<file path="src/rtl/dkong_i2s_tx_if.sv">
// ---------------------------------------------------------------------------
// dkong_i2s_tx_if
//
// Bundles the sample input side and the I2S/status output side of the
// Donkey Kong audio output stage.
//
//   sample     16  sound mix, unsigned offset binary (0x8000 = silence)
//   sample_en   1  one-cycle strobe, sample valid when high
//   mute        1  level; 1 = ramp gain down to 0, 0 = ramp up to 256
//   mclk        1  master clock, 256 fs
//   bclk        1  bit clock, 64 fs
//   lrck        1  word select, 0 = left
//   sdata       1  I2S serial data, MSB first
//   frame_stb   1  one-cycle pulse on the frame load cycle
//   overrun     1  sticky: a pending sample was overwritten before loading
//
// master = sound board / stimulus side, slave = the transmitter.
// ---------------------------------------------------------------------------
interface dkong_i2s_tx_if;
    logic [15:0] sample;
    logic        sample_en;
    logic        mute;
    logic        mclk;
    logic        bclk;
    logic        lrck;
    logic        sdata;
    logic        frame_stb;
    logic        overrun;

    modport master (
        output sample, sample_en, mute,
        input  mclk, bclk, lrck, sdata, frame_stb, overrun
    );

    modport slave (
        input  sample, sample_en, mute,
        output mclk, bclk, lrck, sdata, frame_stb, overrun
    );
endinterface

</file>
<file path="src/rtl/dkong_i2s_tx.sv">
// ---------------------------------------------------------------------------
// dkong_i2s_tx
//
// Serial audio output stage. Captures the 16-bit offset-binary mix on its
// sample strobe, converts it to two's complement, applies a soft mute/start
// gain ramp (0..256, exact pass-through at 256) once per frame and sends the
// result as a mono-duplicated I2S stream. All serial clocks come from one
// free-running 9-bit frame counter (512 system clocks per stereo frame).
//
// Ports:
//   W_CLK_24576M  in   system clock, 24.576 MHz
//   W_RESETn      in   asynchronous active-low reset
//   bus           slave modport of dkong_i2s_tx_if (sample in, I2S out)
//
// Parameter:
//   RAMP_STEP     gain change applied at each frame load (1..256)
// ---------------------------------------------------------------------------
module dkong_i2s_tx #(
    parameter int RAMP_STEP = 1
) (
    input  logic          W_CLK_24576M,
    input  logic          W_RESETn,
    dkong_i2s_tx_if.slave bus
);

    localparam logic [8:0] G_MAX   = 9'd256;
    localparam logic [8:0] STEP    = 9'(RAMP_STEP);
    localparam logic [8:0] FC_LAST = 9'd511;

    // Frame counter: bit 0 = MCLK, bit 2 = BCLK, bit 8 = LRCK, [7:3] = slot.
    logic [8:0]  fc;
    logic [8:0]  fc_nxt;
    logic        load;

    // Sample path.
    logic [15:0] pend;        // two's complement, waiting for the next load
    logic        pend_valid;
    logic [15:0] word;        // scaled word being transmitted this frame
    logic [8:0]  gain;

    // Registered outputs.
    logic        mclk_q;
    logic        bclk_q;
    logic        lrck_q;
    logic        sdata_q;
    logic        frame_stb_q;
    logic        overrun_q;

    // Next-value logic.
    logic signed [25:0] product;
    logic [15:0]        word_nxt;
    logic [8:0]         gain_nxt;
    logic [4:0]         slot_nxt;
    logic               sdata_nxt;
    logic               unused_product_bits;

    assign load = (fc == FC_LAST);

    // NOTE: combinational blocks assign every output a default first, so no
    // path through the block can leave a value held and infer a latch.
    always_comb begin
        fc_nxt    = fc + 9'd1;
        product   = '0;
        word_nxt  = '0;
        gain_nxt  = gain;
        slot_nxt  = fc_nxt[7:3];
        sdata_nxt = 1'b0;

        // Signed 16 x 9 multiply. Gain is always non-negative, so it is
        // zero-extended before being treated as signed. Taking bits [23:8]
        // is an arithmetic shift by 8, i.e. floor toward -inf; with
        // gain <= 256 the result always fits in 16 bits.
        product  = $signed(pend) * $signed({1'b0, gain});
        word_nxt = product[23:8];

        // Ramp with clamping. Compares happen before the add/subtract so
        // nothing can wrap in 9 bits.
        if (bus.mute) begin
            gain_nxt = (gain <= STEP) ? 9'd0 : gain - STEP;
        end else begin
            gain_nxt = (gain >= G_MAX - STEP) ? G_MAX : gain + STEP;
        end

        // Bit for the slot that begins on the next BCLK falling edge.
        // Slot 0 is the one-BCLK I2S delay, slots 1..16 carry bits 15..0,
        // slots 17..31 are padding. Across 255->256 and 511->0 the next slot
        // is 0, so the word register changing at 511 never reaches the pin.
        if (slot_nxt != 5'd0 && slot_nxt <= 5'd16) begin
            sdata_nxt = word[4'(5'd16 - slot_nxt)];
        end
    end

    assign unused_product_bits = ^{product[25:24], product[7:0]};

    // NOTE: sequential state uses non-blocking assignments only, so every
    // register samples the pre-edge value of its inputs regardless of the
    // order in which statements appear.
    always_ff @(posedge W_CLK_24576M or negedge W_RESETn) begin
        if (!W_RESETn) begin
            fc          <= '0;
            mclk_q      <= 1'b0;
            bclk_q      <= 1'b0;
            lrck_q      <= 1'b0;
            sdata_q     <= 1'b0;
            frame_stb_q <= 1'b0;
            overrun_q   <= 1'b0;
            pend        <= '0;
            pend_valid  <= 1'b0;
            word        <= '0;
            gain        <= '0;      // soft start from silence
        end else begin
            fc <= fc_nxt;

            // Clock outputs are registered copies of the next counter value,
            // so they always equal the current counter bits with no
            // combinational path to the pins.
            mclk_q      <= fc_nxt[0];
            bclk_q      <= fc_nxt[2];
            lrck_q      <= fc_nxt[8];
            frame_stb_q <= (fc_nxt == FC_LAST);

            if (fc[2:0] == 3'd7) begin
                sdata_q <= sdata_nxt;
            end

            // Frame load: the word is always rebuilt from pend with the gain
            // as it was before this edge. When no new sample arrived, pend
            // still holds the last loaded value, so a held sample keeps
            // following the ramp.
            if (load) begin
                word <= word_nxt;
                gain <= gain_nxt;
            end

            // A strobe coinciding with the load is captured for the next
            // frame; the load above already used the old pend.
            if (bus.sample_en) begin
                pend       <= bus.sample ^ 16'h8000;
                pend_valid <= 1'b1;
                if (pend_valid && !load) begin
                    overrun_q <= 1'b1;
                end
            end else if (load) begin
                pend_valid <= 1'b0;
            end
        end
    end

    assign bus.mclk      = mclk_q;
    assign bus.bclk      = bclk_q;
    assign bus.lrck      = lrck_q;
    assign bus.sdata     = sdata_q;
    assign bus.frame_stb = frame_stb_q;
    assign bus.overrun   = overrun_q;

endmodule

</file>
<file path="src/flat_wrapper.sv">
// flat-port wrapper written by rule: the top's interface ports become plain ports
module dkong_i2s_tx_flat 
#(
    parameter int RAMP_STEP = 1
)
  (W_CLK_24576M, W_RESETn, bus_sample, bus_sample_en, bus_mute, bus_mclk, bus_bclk, bus_lrck, bus_sdata, bus_frame_stb, bus_overrun);
  dkong_i2s_tx_if bus_i ();
  input  logic W_CLK_24576M;
  input  logic W_RESETn;
  input wire logic [$bits(bus_i.sample)-1:0] bus_sample;
  input wire logic [$bits(bus_i.sample_en)-1:0] bus_sample_en;
  input wire logic [$bits(bus_i.mute)-1:0] bus_mute;
  output wire logic [$bits(bus_i.mclk)-1:0] bus_mclk;
  output wire logic [$bits(bus_i.bclk)-1:0] bus_bclk;
  output wire logic [$bits(bus_i.lrck)-1:0] bus_lrck;
  output wire logic [$bits(bus_i.sdata)-1:0] bus_sdata;
  output wire logic [$bits(bus_i.frame_stb)-1:0] bus_frame_stb;
  output wire logic [$bits(bus_i.overrun)-1:0] bus_overrun;
  assign bus_i.sample = bus_sample;
  assign bus_i.sample_en = bus_sample_en;
  assign bus_i.mute = bus_mute;
  assign bus_mclk = bus_i.mclk;
  assign bus_bclk = bus_i.bclk;
  assign bus_lrck = bus_i.lrck;
  assign bus_sdata = bus_i.sdata;
  assign bus_frame_stb = bus_i.frame_stb;
  assign bus_overrun = bus_i.overrun;
  dkong_i2s_tx #(.RAMP_STEP(RAMP_STEP)) u_core (.W_CLK_24576M(W_CLK_24576M), .W_RESETn(W_RESETn), .bus(bus_i));
endmodule
</file>
<file path="config.mk">
export PLATFORM = sky130hd
export DESIGN_NAME = dkong_i2s_tx_flat
export DESIGN_NICKNAME = d
export VERILOG_FILES = /design/src/rtl/dkong_i2s_tx_if.sv /design/src/rtl/dkong_i2s_tx.sv /design/src/flat_wrapper.sv
export SDC_FILE = /design/constraint.sdc
export NUM_CORES = 1
export LEC_CHECK = 0
export ABC_AREA = 1
export BUFFER_PORTS_ARGS = -buffer_cell sky130_fd_sc_hd__buf_2
export CORE_MARGIN = 5
export CORE_UTILIZATION = 50
export CTS_CLUSTER_DIAMETER = 40
export CTS_CLUSTER_SIZE = 16
export DETAILED_ROUTE_END_ITERATION = 12
export HOLD_SLACK_MARGIN = 0.12
export PLACE_DENSITY = 0.66
export SETUP_SLACK_MARGIN = 0.1
export SYNTH_ARGS = -nofsm -noshare
export SYNTH_HDL_FRONTEND = slang
export SYNTH_SLANG_ARGS = --single-unit
</file>
<file path="constraint.sdc">
create_clock -name W_CLK_24576M -period 14.37 [get_ports W_CLK_24576M]
set_input_delay 1.437 -clock W_CLK_24576M [delete_from_list [all_inputs] [get_ports W_CLK_24576M]]
set_output_delay 1.437 -clock W_CLK_24576M [all_outputs]
set_load 0.01 [all_outputs]
</file>
=== Yosys cells after proc, flatten, opt, wreduce, memory -nomap -nowiden ===
Index checks and enable logic that the tools add are counted.

* Register bits after elaboration: 57
* Input bits: 20
* Output and inout port bits: 6

* Add/subtract/negate cells: 4
* Multipliers: 1
* Order comparisons: 4
* Equality and inequality tests: 3
* Muxes and demuxes: 8
* Bitwise operators: 1
* Reduce and logical (&&, ||, !) cells: 6

{| class="wikitable"
|+ Operator list
! operator !! count
|-
| two-way mux 9 bit || 3
|-
| multiplier 16 x 10 -> 24 bit || 1
|-
| adder 9 x 1 -> 9 bit, second input constant || 2
|-
| == test 9 bit, second input constant || 2
|-
| greater-or-equal comparator 9 x 8 -> 1 bit, second input constant || 1
|-
| <= comparator 9 x 1 -> 1 bit, second input constant || 1
|-
| subtractor 9 x 1 -> 9 bit, second input constant || 1
|-
| <= comparator 5 bit, second input constant || 1
|-
| less-than comparator 4 x 5 -> 1 bit, second input constant || 1
|-
| nonzero test 5 bit || 1
|-
| binary-select mux 1 bit (select 4 bit) || 1
|-
| two-way mux 1 bit || 4
|-
| subtractor 1 x 4 -> 4 bit, first input constant || 1
|-
| == test 3 bit, second input constant || 1
|-
| logical AND 1 bit || 2
|-
| AND reduction 2 bit || 1
|-
| nonzero test 2 bit || 1
|-
| zero test 1 bit || 1
|-
| inverter 1 bit || 1
|}

=== Logic depth before layout (Yosys ltp) ===
* Depth in word-level cells: 5
* Depth in mapped cells: 27

=== Worst setup path before layout ===
No wires, ideal clock.

* Path type: register to register
* From: register u_core.gain[5]
* To: register u_core.word[5]
* Data arrival time: 4.841 ns
* Required time: 14.253 ns
* Path slack: 9.412 ns
* Cell stages (with the launch flop): 21
* Period minus slack after synthesis: 4.958 ns
* Cell sequence: dfrtp_1 -> clkbuf_1 -> clkbuf_1 -> nand2_1 -> fa_1 -> inv_1 -> fa_1 -> fa_1 -> fa_1 -> inv_1 -> fa_1 -> inv_1 -> ha_1 -> nand2_1 -> nor2_1 -> and2_1 -> nand2_1 -> nand3_1 -> or2_2 -> nand3_1 -> nand2_1

* Longest elaborated chain between the ends: 1

{| class="wikitable"
|+ RTL lines
! element !! line !! RTL
|-
| start: declaration || dkong_i2s_tx.sv:39 || <nowiki>logic [8:0] gain;</nowiki>
|-
| start signal: assignment || dkong_i2s_tx.sv:132 || <nowiki>gain <= gain_nxt;</nowiki>
|-
| multiplier 16 x 10 -> 24 bit || dkong_i2s_tx.sv:73 || <nowiki>product = $signed(pend) * $signed({1'b0, gain});</nowiki>
|-
| end signal: assignment || dkong_i2s_tx.sv:131 || <nowiki>word <= word_nxt;</nowiki>
|-
| end: declaration || dkong_i2s_tx.sv:38 || <nowiki>logic [15:0] word;</nowiki>
|}

Every way passes these cells.
A chain may end at the register's enable or synchronous reset.

=== Final worst setup path ===
* From: register u_core.gain[1]
* To: register u_core.word[15]

Same word-level chain as after synthesis.

==> impl_metrics.csv <==
group,metric,value,unit
outcome,outcome,"finished, final reports clean",
synthesis,syn_inst,1136,
clocking,clkTransAtPathRegs,0.08,ns
place,gp_congestion,0.902,
sta,finalCritPeriodShare,38.3,%
sta,finalCriticalPeriod,5.50,ns
route,drtPass1Iterations,5,
grt,antenna_found_initial,0,
route,finalWirelength,18.8,mm
floorplan,ios,26,
route,vias,6726,
cells_and_area,layout_commonest_cell,"nand2_1",
synthesis,synth_area_leaders,"fa_1 28%, dfrtp_1 16%, nand2_1 16%",
synthesis,syn_area_per_cell,7.26,um2
clocking,htree_num_levels,2,
grt,grt_max_degree,55,
synthesis,async_flop_share,100,%
sta,fmax,0.182,GHz
clocking,clockBufferDepth,2,
grt,use_met3,1.73,%
grt,grtUsageTotal,20.8,%
sta,slew_headroom,28.1,%
synthesis,synth_warnings,0,
power_and_ir_drop,powerDensity,206,nW/um2
floorplan,dieArea,19200,um2
synthesis,synth_edf_count,0,
place,io_buffers,25,
synthesis,ys.flop_type,"dfrtp_1",
worst_setup_path,criticalPathCategory,"reg -> reg",
worst_setup_path,required,14.61,ns
clocking,hold_buffers,0,
synthesis,yosysTopAreaCellShare,27.7,%
floorplan,rows,47,
clocking,cts.sinks,54,
synthesis,synth.cell_area,8240,um2
grt,grt_pass1_wl,33.1,mm
sta,grt_setup_unrepaired,"false",
grt,use_met2,35.1,%
flow_run,drv_cap,0,
grt,first_global_vias,6846,
synthesis,yosysUniqueCellTypes,36,
route,drt_iter0_markers,529,
route,wl_per_cell,14.0,um
cells_and_area,final_nets,1319,
floorplan,dieHeight,138,um
sta,hold_viol_final,0,
clocking,clk_latency,0.31,ns
clocking,cts_buffers,5,
worst_setup_path,path_max_fanout,20,
synthesis,seq_area_frac_synth,16.4,%
floorplan,chipWidth,138,um
synthesis,ys_ff_latch,54,
synthesis,synth_fp_nets,1329,
sta,setup_viol,0,
sta,drv_slew,0,
floorplan,coreArea,16400,um2
cells_and_area,drive_above_1_share,5.24,%
sta,post-route-worst-setup-slack,8.87,ns
sta,fin_worst_skew,0.0105,ns
min_path,hp-class,"reg -> reg",
route,via_per_inst,5.00,
cells_and_area,n_antenna_cell,0,
worst_setup_path,critPathLaunchType,"flip-flop",
power_and_ir_drop,p_leak,0.00522,uW
worst_setup_path,cp-end-kind,"flip-flop",
cells_and_area,syn_to_final_growth,4.08,%
clocking,cts_setup_buffers,0,
grt,grt-busiest-layer,"met2",
cells_and_area,layout_common_cells,"357 x nand2_1, 264 x inv_1, 114 x fa_1",
grt,gr-total-overflow,0,
clocking,cts_resized,0,
place,hpwlAfterDp,15.2,mm
grt,grt_util_met1,29.3,%
worst_setup_path,arrival,5.74,ns
synthesis,yosysTopAreaCell,"fa_1",
sta,tightest_slew,1.08,ns
sta,setup-tns-final,0,ns
place,pre_cts_ws,8.88,ns
clocking,clockRootBuffer,"clkbuf_16",
clocking,cts_tree,"done",
floorplan,start_util,50.2,%
route,detail-route-antenna-nets,0,
power_and_ir_drop,ir_drop,0.137,mV
route,drc,0,
## path summary, 6_finish.rpt
| path | cells after the start | from | to | slack, ns |
|---|---|---|---|---|
| max | 22 | u_core.gain[1]$_DFFE_PN0P_ | u_core.word[15]$_DFFE_PN0P_ | 8.87 |
| min | 2 | u_core.bus.sdata$_DFFE_PN0N_ | u_core.bus.sdata$_DFFE_PN0N_ | 0.47 |
| max reg2reg | 22 | u_core.gain[1]$_DFFE_PN0P_ | u_core.word[15]$_DFFE_PN0P_ | 8.87 |
| min reg2reg | 2 | u_core.bus.sdata$_DFFE_PN0N_ | u_core.bus.sdata$_DFFE_PN0N_ | 0.47 |
| max in group asynchronous | 2 | W_RESETn | u_core.pend[10]$_DFFE_PN0P_ | 12.59 |
| min in group asynchronous | 2 | W_RESETn | u_core.fc[7]$_DFF_PN0_ | 1.27 |
## critical path: stages (launching register included)
cell and delay [ns]:
dfrtp_1 0.83, nand2_1 0.26, fa_1 0.70, inv_1 0.13
fa_1 0.58, inv_1 0.08, fa_1 0.53, inv_1 0.06
fa_1 0.54, inv_1 0.06, fa_1 0.52, inv_1 0.04
ha_1 0.32, nand2_1 0.08, nor2_1 0.13, nand2_1 0.08
nor2_1 0.09, nand2_1 0.06, nand3_1 0.11, inv_1 0.04
nand2_1 0.05, nand3_1 0.06, nand2_1 0.09
## where the power goes
| group | total [uW] | internal, uW | switching (uW) |
|---|---|---|---|
| clock network | 124 | 64.2 | 60.1 |
| logic | 1470 | 535 | 934 |
| registers | 170 | 156 | 14.5 |
| total | 1760 | 755 | 1010 |
## routing by layer
| metal | routed length [um] | share of wire [%] | vias up |
|---|---|---|---|
| met2 | 9070 | 48 | 158 |
| met1 | 8600 | 46 | 3224 |
| met5 | 0 | 0 | - |
| met3 | 830 | 4.4 | 28 |
| met4 | 318 | 1.7 | 0 |
| li1 | - | - | 3316 |
## synth_stat cells, drive strengths merged (2+ instances only)
library cell	number
a21oi	30
a31oi	3
and2	2
buf	17
clkbuf	26
clkinv	2
dfrtp	54
fa	114
ha	59
inv	268
nand2	371
nand3	61
nand3b	4
nand4	10
nor2	49
nor3	7
o21ai	31
xnor2	7
xor2	14
## final cells by class
| type | instances | area (um2) |
|---|---|---|
| Clock buffer | 5 | 125 |
| Clock inverter | 2 | 13.8 |
| Fill cell | 1617 | 7830 |
| Inverter | 270 | 1010 |
| Multi-Input combinational cell | 769 | 5670 |
| Sequential cell | 54 | 1350 |
| Tap cell | 220 | 275 |
| Timing Repair Buffer | 26 | 133 |
## per-stage QoR
step                cell area [um2]  instances  hold slack, ns  power [uW]  utilization (%)
floorplan                      8240       1136           0.443        1300                -
global placement               8440       1339           0.444        1630             51.5
detailed placement             8440       1339           0.460        1640             51.5
CTS                            8580       1346           0.480        1770             52.3
global route                   8580       1346           0.511        2020             52.3
finish                         8580       1346           0.475        1760             52.3
## state kept, by name, indices dropped and copies added, names as in the netlist
signal	flops
u_core.pend	16
u_core.word	16
u_core.fc	9
u_core.gain	9
u_core.bus.frame_stb	1
u_core.bus.overrun	1
u_core.bus.sdata	1
u_core.pend_valid	1
## cells by family (layout without fill, tap and decap cells)
kind of cell	after synthesis	after routing	share of synthesized area, %
flops	54	54	16.4
fa+ha+maj	173	173	36.6
xor+xnor	21	21	2.23
buf+inv	313	303	14.8
compound gates	68	68	4.36
simple gates	507	507	25.5
No activity file was read; power rests on OpenSTA's default activity.
